==> src/rtl/uop_buffer_pkg.sv <==
// Shared uop definitions used by the buffer, uop fetch and the microcode unit.
// Default depth and the bundle layout live here so all consumers agree.
package uop_buffer_pkg;

    localparam int UOP_BUF_SIZE = 16;

    typedef struct packed {
        logic [7:0]  opcode;
        logic [3:0]  dst;
        logic [3:0]  src;
        logic [15:0] imm;
    } instruction_bundle;

endpackage

==> src/rtl/uop_buf_ptr.sv <==
// Wrapping slot pointer with increment and synchronous clear (clear wins).
// Latency: one cycle; no backpressure, callers gate inc.
module uop_buf_ptr #(
    parameter int W = 4
) (
    input  logic         clk,
    input  logic         reset,
    input  logic         inc,
    input  logic         clr,
    output logic [W-1:0] ptr
);

    // Power-of-two depth, so natural overflow is the wrap.
    always_ff @(posedge clk or negedge reset) begin
        if (!reset) begin
            ptr <= '0;
        end else if (clr) begin
            ptr <= '0;
        end else if (inc) begin
            ptr <= ptr + 1'b1;
        end
    end

endmodule

==> src/rtl/uop_buffer.sv <==
// Circular uop bundle buffer feeding fetch; zero-latency random read, in-order pop.
// Backpressure: wr_ready from registered state only. Optional stats: UOP_BUF_STATS_EN.
module uop_buffer
    import uop_buffer_pkg::instruction_bundle;
#(
    parameter int UOP_BUF_SIZE = uop_buffer_pkg::UOP_BUF_SIZE
) (
    input  logic                            clk,
    input  logic                            reset,
    input  logic                            flush,
    input  logic                            wr_valid,
    output logic                            wr_ready,
    input  instruction_bundle               wr_bundle,
    input  logic [$clog2(UOP_BUF_SIZE)-1:0] uop_addr,
    output instruction_bundle               uop,
    output logic                            uop_hit,
    output logic [$clog2(UOP_BUF_SIZE)-1:0] head_addr,
    output logic [$clog2(UOP_BUF_SIZE):0]   count,
    input  logic                            rd_pop,
    output logic                            underflow
`ifdef UOP_BUF_STATS_EN
    ,
    output logic [$clog2(UOP_BUF_SIZE):0]   stat_hwm,
    output logic [31:0]                     stat_full_cyc
`endif
);

    localparam int PW    = $clog2(UOP_BUF_SIZE);
    localparam int CNT_W = PW + 1;
    localparam logic [CNT_W-1:0] FULL = CNT_W'(UOP_BUF_SIZE);

    logic              ready_q;
    logic [PW-1:0]     tail;
    logic [PW-1:0]     rel;
    logic              push;
    logic              pop;
    logic              push_eff;
    logic              pop_eff;
    instruction_bundle mem [UOP_BUF_SIZE];

    assign wr_ready = ready_q && (count != FULL);
    assign push     = wr_valid && wr_ready;
    assign pop      = rd_pop && (count != '0);
    assign push_eff = push && !flush;
    assign pop_eff  = pop && !flush;

    uop_buf_ptr #(.W(PW)) u_head (
        .clk   (clk),
        .reset (reset),
        .inc   (pop_eff),
        .clr   (flush),
        .ptr   (head_addr)
    );

    uop_buf_ptr #(.W(PW)) u_tail (
        .clk   (clk),
        .reset (reset),
        .inc   (push_eff),
        .clr   (flush),
        .ptr   (tail)
    );

    always_ff @(posedge clk or negedge reset) begin
        if (!reset) begin
            ready_q   <= 1'b0;
            count     <= '0;
            underflow <= 1'b0;
        end else begin
            ready_q <= 1'b1;
            if (rd_pop && (count == '0)) begin
                underflow <= 1'b1;
            end
            if (flush) begin
                count <= '0;
            end else begin
                case ({push_eff, pop_eff})
                    2'b10:   count <= count + 1'b1;
                    2'b01:   count <= count - 1'b1;
                    default: count <= count;
                endcase
            end
        end
    end

    // Storage is deliberately not reset; occupancy is tracked by count alone.
    always_ff @(posedge clk) begin
        if (push_eff) begin
            mem[tail] <= wr_bundle;
        end
    end

    assign uop     = mem[uop_addr];
    assign rel     = uop_addr - head_addr;
    assign uop_hit = {1'b0, rel} < count;

`ifdef UOP_BUF_STATS_EN
    always_ff @(posedge clk or negedge reset) begin
        if (!reset) begin
            stat_hwm      <= '0;
            stat_full_cyc <= '0;
        end else begin
            if (count > stat_hwm) begin
                stat_hwm <= count;
            end
            if ((count == FULL) && (stat_full_cyc != 32'hFFFF_FFFF)) begin
                stat_full_cyc <= stat_full_cyc + 32'd1;
            end
        end
    end
`endif

endmodule

==> config.mk <==
export PLATFORM = sky130hd
export DESIGN_NAME = uop_buffer
export DESIGN_NICKNAME = d
export VERILOG_FILES = /design/src/rtl/uop_buffer_pkg.sv /design/src/rtl/uop_buf_ptr.sv /design/src/rtl/uop_buffer.sv
export SDC_FILE = /design/constraint.sdc
export NUM_CORES = 1
export LEC_CHECK = 0
export ABC_CLOCK_PERIOD_IN_PS = 3850
export CAP_MARGIN = 20
export CORE_ASPECT_RATIO = 1.4
export CORE_MARGIN = 1.5
export CORE_UTILIZATION = 24
export CTS_CLUSTER_DIAMETER = 150
export DETAILED_ROUTE_END_ITERATION = 12
export SLEW_MARGIN = 20
export SYNTH_ARGS = -nofsm -noshare
export SYNTH_HDL_FRONTEND = slang
export SYNTH_HIERARCHICAL = 1
export SYNTH_SLANG_ARGS = --single-unit
==> constraint.sdc <==
create_clock -name clk -period 3.85 [get_ports clk]
set_input_delay 0.5775 -clock clk [delete_from_list [all_inputs] [get_ports clk]]
set_output_delay 0.5775 -clock clk [all_outputs]
set_load 0.03 [all_outputs]
==> flow_metrics.py <==
metrics = {
    "sta": {
        "fmax_ghz": 0.279,
        "whs_ps": 429,
        "finalHoldViolations": 0,
        "worst_pin_slew_ps": 724,
        "maxSlewViolCount": 0,
        "fin_skew_ps": 16.3,
        "min_period_ps": 3590,
        "fin_crit_sh": 0.933,
        "setup_viol": 0,
        "rsz0062_at_grt": "no",
        "max_slew_margin": 0.516,
    },
    "finish": {
        "area_growth_pct": 20.9,
        "final_nets": 1040,
        "fin_cells": 2114,
        "insertedDiodeCount": 0,
        "layout_commonest_cell": "edfxtp_1",
        "final_layout_size_suffix_gt1_frac": 0.289,
        "final_cell_mix": "512 x edfxtp_1, 160 x mux4_2, 78 x clkdlybuf4s50_1",
    },
    "global_route": {
        "grt.total_usage": 0.108,
        "use_met2": 0.196,
        "gr-usage-met1": 0.129,
        "top_usage_layer": "met2",
        "antenna_found_initial": 6,
        "use_met3": 0.0213,
        "grt_pass1_wl_um": 68900,
        "grt_pass1_vias": 10026,
        "grt_max_degree": 36,
        "grt_overflow": 0,
    },
    "setup_path": {
        "cp_cell_sequence": "clkbuf_8, buf_12, inv_1, ha_1, inv_1, fa_1, ha_1, a21o_1, a21oi_1, nor2b_1, o21ai_0, buf_4, buf_12",
        "critPathLaunchType": "primary input",
        "slowest_delay_ps": 420,
        "crit_type": "primary input to output port",
        "path_max_fanout": 16,
        "rrSetupSlack_ps": 950,
        "r2r_end": "mem[14][4]",
        "startpoint": "uop_addr[0]",
        "critPathSlowestCell": "fa_1",
        "endpoint": "uop_hit",
        "reg2reg_from": "count[0]",
        "crit_arrival_ps": 3010,
        "worstPathRequired_ps": 3270,
        "r2r_cells": 6,
        "cp-end-kind": "output port",
    },
    "pwr": {
        "leakagePower_nw": 7.50,
        "ir_drop_v": 0.000297,
        "power_density_nw_per_um2": 486,
    },
    "yosys": {
        "synth_compound_area_frac": 0.0110,
        "syn_area_per_cell_um2": 23.7,
        "syn_inst": 861,
        "synthAdderAreaFrac": 0.00649,
        "syn-cell-area_um2": 20400,
        "synth_area_leaders": "edfxtp_1 75%, mux4_2 18%, dfrtp_1 1.8%",
        "syn_nets": 912,
        "synth_cell_types": 47,
        "synth_ff_type": "edfxtp_1",
        "synth-simple-area-share": 0.0181,
        "synth_top_family_by_area": "multiplexers",
        "yosysTopAreaCell": "edfxtp_1",
        "synth_top_cell_area_share": 0.753,
        "synth_xor_area_frac": 0.00300,
        "synth_warnings": 6,
        "seq_area_frac_synth": 0.771,
        "ys_ff_latch": 527,
        "synth_edf_count": 512,
        "synth_mux_area_frac": 0.180,
        "async_flop_share": 0.0285,
    },
    "clocking": {
        "numCtsBuffers": 46,
        "cts_setup_buffers": 0,
        "cts_tree": "yes",
        "ctsResizeCount": 0,
        "clkTransAtPathRegs_ps": 70,
        "ctsLongestPathBuffers": 3,
        "hold_buffers": 0,
        "clk_latency_ps": 570,
        "cts_max_level": 2,
        "cts.sinks": 527,
        "cts_root_buffer": "clkbuf_16",
    },
    "die": {
        "dieArea_um2": 86900,
        "rows": 126,
        "core_um2": 84300,
        "initial_core_util": 0.242,
        "die_w_um": 250,
        "die_h_um": 348,
        "pin_count": 85,
    },
    "run_status": {
        "status": "finished, final reports clean",
    },
    "drt": {
        "drc_errors": 0,
        "vias": 9265,
        "totalWireLength_um": 46900,
        "wl_per_cell_um": 22.2,
        "vias_per_cell": 4.38,
        "drt_iter0_drc": 568,
        "drt_pass1_iterations": 5,
        "drtAntennaViolNets": 0,
    },
    "placement": {
        "dp_hpwl_um": 26000,
        "port_buffers": 84,
        "place.gp.congestion": 0.713,
        "placed_cells": 2029,
    },
    "min_path": {
        "hold_path_class": "primary input to async pin",
    },
    "job": {
        "drv_cap": 0,
    },
}
## cells by family after synthesis
family,Yosys count
DFF,527
adders and majority gates,10
buffers and inverters,50
AOI/OAI and AO/OA,30
other,1
xor gates and xnor gates,7
and+or+nand+nor,71
muxes,165
## critical path, delay by kind of cell
| family | cells | cell delay (ps) |
|---|---|---|
| and+or+nand+nor | 1 | 60 |
| AOI/OAI and AO/OA | 3 | 550 |
| buffers and inverters | 6 | 910 |
| adders and majority gates | 3 | 890 |
## synth_stat cells, drive strengths merged, types with 2 or more instances
library cell / instances
mux2i: 2
clkbuf: 24
nand3: 5
or3: 2
nor2b: 5
a21oi: 9
buf: 18
nand3b: 4
a31oi: 2
mux2: 3
xnor2: 6
ha: 9
a21bo: 3
nor2: 25
mux4: 160
nand2b: 3
nand2: 11
a21o: 3
inv: 8
dfrtp: 15
nor3: 5
nand4: 5
a21boi: 2
o21ai: 4
edfxtp: 512
## sequential cells by signal (all words and copies together), names as in the netlist
register	flops
u_head/ptr	4
u_tail/ptr	4
mem	512
count	5
underflow	1
ready_q	1
## stage by stage
stage / utilization / setup TNS (ps) / area [um2] / total power, W / worst slack [ps]
global placement: 0.275 / 0 / 23200 / 0.00745 / 183
finish: 0.293 / 0 / 24700 / 0.0120 / 259
CTS: 0.293 / 0 / 24700 / 0.0122 / 236
global route: 0.293 / 0 / 24700 / 0.0124 / 64.8
floorplan: - / -15370 / 20500 / 0.00706 / -165
detailed placement: 0.275 / 0 / 23200 / 0.00747 / 231
## worst min path at each step
stage | end | slack [ps] | cells past startpoint
6_report | count[4] | 430 | 1
2_1_floorplan | count[0] | 280 | 0
4_1_cts | count[2] | 440 | 1
3_3_place_gp | underflow | 460 | 1
5_1_grt | count[4] | 480 | 1
3_5_place_dp | underflow | 460 | 1
## report_power, final
group	switching, W	internal [W]	leakage, nW
Combinational	0.000514	0.000440	1.96
Sequential	0.0000506	0.00632	4.80
Clock	0.00206	0.00262	0.737
## metal layers
layer  up-vias  part of all wire
met5         -            0.0019
met4        12             0.019
met3        71             0.046
met2       180              0.53
met1      5067              0.41
li1       3935                 -
## final cells by class
class | instances | area (um2)
multi-input combinational | 284 | 4600
sequential | 527 | 15800
inverter | 8 | 30.0
fill | 8028 | 59700
timing repair buffer | 122 | 1440
tap | 1088 | 1360
clock inverter | 32 | 334
clock buffer | 53 | 1180
No activity file was read; power rests on OpenSTA's default activity.
